--- config.mk ---
export PLATFORM = sky130hd
export DESIGN_NAME = surfturf_cmd_framer_flat
export DESIGN_NICKNAME = d
export VERILOG_FILES = /design/src/rtl/surfturf_cmd_framer_pkg.sv /design/src/rtl/surfturf_cmd_framer_if.sv /design/src/rtl/surfturf_cmd_framer.sv /design/src/flat_wrapper.sv
export SDC_FILE = /design/constraint.sdc
export NUM_CORES = 1
export LEC_CHECK = 0
export ABC_AREA = 1
export CAP_MARGIN = 10
export CORE_ASPECT_RATIO = 0.75
export CORE_MARGIN = 5
export CORE_UTILIZATION = 51
export CTS_CLUSTER_DIAMETER = 40
export DETAILED_ROUTE_END_ITERATION = 10
export PLACE_DENSITY = 0.84
export SKIP_LAST_GASP = 1
export SLEW_MARGIN = 20
export SYNTH_ARGS = -nofsm -noshare
export SYNTH_HDL_FRONTEND = slang
export SYNTH_SLANG_ARGS = --single-unit
--- constraint.sdc ---
create_clock -name sysclk_i -period 3.8 [get_ports sysclk_i]
set_input_delay 0.76 -clock sysclk_i [delete_from_list [all_inputs] [get_ports sysclk_i]]
set_output_delay 0.76 -clock sysclk_i [all_outputs]
set_load 0.05 [all_outputs]
--- src/rtl/surfturf_cmd_framer_pkg.sv ---
// surfturf_cmd_framer_pkg: command word layout and frame phase encoding shared with the SURF-side decoder
package surfturf_cmd_framer_pkg;
  localparam int CMD_TRIG_W = 15;
  localparam int CMD_RUNCMD_W = 2;
  localparam int CMD_FW_MARK_W = 2;
  localparam int CMD_SEQ_W = 3;
  localparam int CMD_FW_DATA_W = 8;
  typedef enum logic [1:0] {PH_BYTE0, PH_BYTE1, PH_BYTE2, PH_CAPTURE} phase_e;
  typedef struct packed {
    logic [CMD_FW_DATA_W-1:0] fw_data;
    logic [CMD_SEQ_W-1:0] seq;
    logic fw_valid;
    logic [CMD_FW_MARK_W-1:0] fw_mark;
    logic [CMD_RUNCMD_W-1:0] runcmd;
    logic trig_valid;
    logic [CMD_TRIG_W-1:0] trig;
  } cmd_word_t;
endpackage

--- src/rtl/surfturf_cmd_framer_if.sv ---
// surfturf_cmd_framer_if: runcmd, trig and fw AXI4-stream bundle (master = register core, slave = framer)
interface surfturf_cmd_framer_if
  import surfturf_cmd_framer_pkg::*;
#(
  parameter int RUNCMD_BITS = 2,
  parameter int TRIG_BITS = 15
);
  logic [RUNCMD_BITS-1:0] runcmd_tdata;
  logic runcmd_tvalid;
  logic runcmd_tready;
  logic [TRIG_BITS-1:0] trig_tdata;
  logic trig_tvalid;
  logic trig_tready;
  logic [CMD_FW_DATA_W-1:0] fw_tdata;
  logic fw_tvalid;
  logic fw_tready;
  modport master(
    output runcmd_tdata, runcmd_tvalid, trig_tdata, trig_tvalid, fw_tdata, fw_tvalid,
    input runcmd_tready, trig_tready, fw_tready
  );
  modport slave(
    input runcmd_tdata, runcmd_tvalid, trig_tdata, trig_tvalid, fw_tdata, fw_tvalid,
    output runcmd_tready, trig_tready, fw_tready
  );
endinterface

--- src/rtl/surfturf_cmd_framer.sv ---
// surfturf_cmd_framer: packs runcmd/trig/fw streams into a 32-bit word per 4-cycle frame, shifted out MSB byte first
// sysclk_i/sysclk_rst_i: clock, async active-high reset; sync_i: realign frame; txen_i: enable capture
// axis: stream slave (treadys pulse on capture); fw_mark_i/fw_marked_o: mark bits and transmitted pulse
// cmd_dat_o: serialized byte; cmd_start_o: high on byte 0 of each frame
module surfturf_cmd_framer
  import surfturf_cmd_framer_pkg::*;
#(
  parameter int RUNCMD_BITS = 2,
  parameter int TRIG_BITS = 15,
  parameter DEBUG = "FALSE"
)(
  input  logic sysclk_i,
  input  logic sysclk_rst_i,
  input  logic sync_i,
  input  logic txen_i,
  surfturf_cmd_framer_if.slave axis,
  input  logic [CMD_FW_MARK_W-1:0] fw_mark_i,
  output logic fw_marked_o,
  output logic [7:0] cmd_dat_o,
  output logic cmd_start_o
);
  phase_e r_phase;
  logic [CMD_SEQ_W-1:0] r_seq;
  logic [31:0] r_shift;
  logic w_cap;
  logic w_take;
  logic [TRIG_BITS-1:0] w_trig;
  logic [RUNCMD_BITS-1:0] w_runcmd;
  cmd_word_t w_word;
  // sync_i forces a capture on its own cycle; gated by reset so nothing is consumed while held
  assign w_cap = !sysclk_rst_i && (r_phase == PH_CAPTURE || sync_i);
  assign w_take = w_cap && txen_i;
  assign w_trig = axis.trig_tvalid ? axis.trig_tdata : '0;
  assign w_runcmd = axis.runcmd_tvalid ? axis.runcmd_tdata : '0;
  assign w_word = '{
    fw_data: axis.fw_tvalid ? axis.fw_tdata : 8'h00,
    seq: CMD_SEQ_W'(r_seq + 1'b1),
    fw_valid: axis.fw_tvalid,
    fw_mark: fw_mark_i,
    runcmd: CMD_RUNCMD_W'(w_runcmd),
    trig_valid: axis.trig_tvalid,
    trig: CMD_TRIG_W'(w_trig)
  };
  always_ff @(posedge sysclk_i or posedge sysclk_rst_i)
    if (sysclk_rst_i) begin
      r_phase <= PH_BYTE0;
      r_seq <= '0;
      r_shift <= '0;
    end else begin
      r_phase <= w_cap ? PH_BYTE0 : phase_e'(r_phase + 2'd1);
      if (w_take) r_seq <= r_seq + 1'b1;
      r_shift <= w_cap ? (w_take ? w_word : 32'h0) : {r_shift[23:0], 8'h00};
    end
  assign cmd_dat_o = r_shift[31:24];
  assign cmd_start_o = r_phase == PH_BYTE0;
  assign axis.runcmd_tready = w_take;
  assign axis.trig_tready = w_take;
  assign axis.fw_tready = w_take;
  assign fw_marked_o = w_take && |fw_mark_i;
  if (DEBUG == "TRUE") begin : g_ila
    // probe register for attaching an ILA on the output byte and phase
    logic [9:0] r_ila_probe;
    always_ff @(posedge sysclk_i) r_ila_probe <= {r_phase, cmd_dat_o};
  end
endmodule

--- src/flat_wrapper.sv ---
// flat-port wrapper written by rule: the top's interface ports become plain ports
module surfturf_cmd_framer_flat import surfturf_cmd_framer_pkg::*;
#(
  parameter int RUNCMD_BITS = 2,
  parameter int TRIG_BITS = 15,
  parameter DEBUG = "     "
)
  (sysclk_i, sysclk_rst_i, sync_i, txen_i, fw_mark_i, fw_marked_o, cmd_dat_o, cmd_start_o, axis_runcmd_tdata, axis_runcmd_tvalid, axis_trig_tdata, axis_trig_tvalid, axis_fw_tdata, axis_fw_tvalid, axis_runcmd_tready, axis_trig_tready, axis_fw_tready);
  surfturf_cmd_framer_if #(.RUNCMD_BITS(RUNCMD_BITS), .TRIG_BITS(TRIG_BITS)) axis_i ();
  input  logic sysclk_i;
  input  logic sysclk_rst_i;
  input  logic sync_i;
  input  logic txen_i;
  input  logic [CMD_FW_MARK_W-1:0] fw_mark_i;
  output logic fw_marked_o;
  output logic [7:0] cmd_dat_o;
  output logic cmd_start_o;
  input wire logic [$bits(axis_i.runcmd_tdata)-1:0] axis_runcmd_tdata;
  input wire logic [$bits(axis_i.runcmd_tvalid)-1:0] axis_runcmd_tvalid;
  input wire logic [$bits(axis_i.trig_tdata)-1:0] axis_trig_tdata;
  input wire logic [$bits(axis_i.trig_tvalid)-1:0] axis_trig_tvalid;
  input wire logic [$bits(axis_i.fw_tdata)-1:0] axis_fw_tdata;
  input wire logic [$bits(axis_i.fw_tvalid)-1:0] axis_fw_tvalid;
  output wire logic [$bits(axis_i.runcmd_tready)-1:0] axis_runcmd_tready;
  output wire logic [$bits(axis_i.trig_tready)-1:0] axis_trig_tready;
  output wire logic [$bits(axis_i.fw_tready)-1:0] axis_fw_tready;
  assign axis_i.runcmd_tdata = axis_runcmd_tdata;
  assign axis_i.runcmd_tvalid = axis_runcmd_tvalid;
  assign axis_i.trig_tdata = axis_trig_tdata;
  assign axis_i.trig_tvalid = axis_trig_tvalid;
  assign axis_i.fw_tdata = axis_fw_tdata;
  assign axis_i.fw_tvalid = axis_fw_tvalid;
  assign axis_runcmd_tready = axis_i.runcmd_tready;
  assign axis_trig_tready = axis_i.trig_tready;
  assign axis_fw_tready = axis_i.fw_tready;
  surfturf_cmd_framer #(.RUNCMD_BITS(RUNCMD_BITS), .TRIG_BITS(TRIG_BITS), .DEBUG(DEBUG)) u_core (.sysclk_i(sysclk_i), .sysclk_rst_i(sysclk_rst_i), .sync_i(sync_i), .txen_i(txen_i), .axis(axis_i), .fw_mark_i(fw_mark_i), .fw_marked_o(fw_marked_o), .cmd_dat_o(cmd_dat_o), .cmd_start_o(cmd_start_o));
endmodule
==> results.json <==
{
  "die_h_um": 60.7,
  "cts_resized": 0,
  "io_pins": 47,
  "worstPathArrival_ns": 2.11,
  "cp_max_fo": 12,
  "grt_max_degree": 38,
  "intPower_mw": 0.809,
  "critPathLaunchType": "input port",
  "via_per_inst": 4.58,
  "rsz0062_at_grt": "no",
  "design.core.area_um2": 3290,
  "vias": 1306,
  "synthMuxAreaShare_pct": 0,
  "ys_warn_count": 0,
  "port_buffers": 46,
  "initialDrtViolationCount": 108,
  "drtPass1Iterations": 4,
  "final_hold_viol_count": 0,
  "comb_power_share_pct": 24.2,
  "fp.dieArea_um2": 4710,
  "synth_cell_types": 14,
  "maxSlewViolCount": 0,
  "synth_seq_cells": 37,
  "syn_inst": 210,
  "cts_buffer_depth": 2,
  "tightest_slew_ns": 0.514,
  "p_leak_nw": 1.30,
  "yosys.area_share.simple_pct": 29.4,
  "cts_setup_buffers": 0,
  "grt.overflow.total": 0,
  "cap_violations": 0,
  "peakVddDrop_uv": 301,
  "cts_inserted_buffers": 5,
  "period_share_pct": 75.5,
  "drc": 0,
  "nNetsFinal": 281,
  "cellPowerDensity_nw_per_um2": 499,
  "synth_compound_area_share_pct": 0,
  "syn_area_per_cell_um2": 8.33,
  "status": "completed",
  "synthArstFlopShare_pct": 100,
  "pre_cts_ws_ns": 0.923,
  "slew_headroom_pct": 65.6,
  "p_clk_share_pct": 35.0,
  "num_rows": 18,
  "root_buffer": "clkbuf_8",
  "fin_ws_ns": 0.930,
  "power.total_mw": 1.13,
  "grt_pass1_wl_mm": 5.88,
  "finalClockSkew_ns": 0.00877,
  "setup_viol": 0,
  "antenna_found_initial": 0,
  "drive_above_1_share_pct": 7.35,
  "ant_nets": 0,
  "yosys_most_used_dff": "dfrtp_1",
  "syn_nets": 247,
  "die_w_um": 77.6,
  "final.min_clock_period_ns": 2.87,
  "area_delta_synth_final_pct": 29.9,
  "fin_tns_setup_ns": 0,
  "grt_pass1_vias": 1318,
  "swShare_pct": 28.6,
  "clkTransAtPathRegs_ns": 0.08,
  "ys_seq_area_share_pct": 52.9,
  "postCtsHoldBufs": 0,
  "switching_power_mw": 0.324,
  "globalplace.congestion": 0.683,
  "hp-class": "reg -> reg",
  "end_kind": "output pin",
  "synth_top_family_by_area": "simple AND/OR/NAND/NOR gates",
  "hpwl_mm": 2.24,
  "syn_area_um2": 1750,
  "fmax_ghz": 0.348,
  "start_util_pct": 53.2,
  "synth_fa_ha_area_share_pct": 2.15,
  "routedWlPerCell_um": 11.3,
  "htree_levels": 2,
  "cp.required_ns": 3.04,
  "crit_type": "in -> out",
  "num_antenna_cells": 0,
  "sequentialPowerShare_pct": 40.8,
  "cts_tree": "done",
  "synthXorXnorAreaFrac_pct": 0,
  "synth_edf_count": 0,
  "clock-sinks": 37,
  "insertion_delay_ns": 0.29,
  "grt_use_total_pct": 16.0,
  "routed_wl_mm": 3.23
}
## cells in the mapped netlist, types with 3 or more instances
library cell  instances  area, µm²
nand2_1              84        315
dfrtp_1              37        926
inv_1                27        101
nand3_1              24        120
buf_4                11       82.6
nor2_1               10       37.5
buf_6                 5       56.3
buf_2                 4       20.0
ha_1                  3       37.5
## metal layers
| layer | wire length [µm] | vias to the layer above | global-route usage [%] |
|---|---|---|---|
| li1 | - | 677 | - |
| met1 | 1380 | 571 | 19.6 |
| met2 | 1490 | 52 | 26.0 |
| met3 | 316 | 6 | 5.79 |
| met4 | 50 | 0 | 6.62 |
| met5 | 0 | - | 0 |
## cells by family after synthesis
family / count (synthesis)
and+or+nand+nor: 121
buffers and inverters: 49
DFF: 37
adders and majority gates: 3
## power groups by stage
stage / sequential [mW] / combinational (mW) / clock (mW)
2_1_floorplan: 0.463 / 0.207 / 0
3_3_place_gp: 0.466 / 0.266 / 0
5_1_grt: 0.467 / 0.306 / 0.426
4_1_cts: 0.462 / 0.279 / 0.405
6_report: 0.462 / 0.274 / 0.397
3_5_place_dp: 0.469 / 0.274 / 0
## state kept, by name, summed over array words and instances, names as in the netlist
signal / count
u_core.r_phase: 2
u_core.r_seq: 3
u_core.r_shift: 32
## layout make-up
cell class	instances	area [µm²]
timing repair buffer	48	503
clock inverter	3	65.1
clock buffer	5	68.8
multi-input combinational	124	552
fill	267	1020
sequential	37	926
inverter	28	108
tap	40	50.0
## worst paths after layout
check	depth (start not counted)	to	start	slack, ns
min reg2reg	2	u_core.r_shift[18]	u_core.r_shift[10]	0.44
min in group asynchronous	3	u_core.r_shift[19]	sysclk_rst_i	1.08
max in group asynchronous	3	u_core.r_shift[11]	sysclk_rst_i	2.40
max	6	axis_runcmd_tready	sync_i	0.93
min	2	u_core.r_shift[18]	u_core.r_shift[10]	0.44
max reg2reg	6	u_core.r_shift[15]	u_core.r_phase[0]	2.36
## cells in the final DEF, fill, tap and decap left out
master / netlist / final
nand2_1: 84 / 84
clkdlybuf4s50_1: 0 / 42
dfrtp_1: 37 / 37
inv_1: 27 / 27
nand3_1: 24 / 24
nor2_1: 10 / 10
clkbuf_8: 0 / 5
ha_1: 3 / 3
buf_4: 11 / 3
buf_12: 0 / 3
bufinv_16: 0 / 2
nor2_4: 1 / 1
nor2_8: 1 / 1
nand3_2: 1 / 1
inv_4: 1 / 1
clkinv_2: 0 / 1
## critical path, stage by stage
cell and delay [ns]:
clkdlybuf4s50_1 0.53, inv_1 0.05, nand2_1 0.08, nand3_2 0.22
inv_1 0.29, buf_12 0.18
## through the flow
stage,instances,utilization (%),area [µm²],hold slack [ns]
floorplan,210,-,1750,0.425
global placement,277,65.0,2140,0.430
detailed placement,277,65.0,2140,0.432
CTS,285,69.1,2270,0.440
global route,285,69.1,2270,0.460
finish,285,69.1,2270,0.437
(Power assumes the default switching activity.)
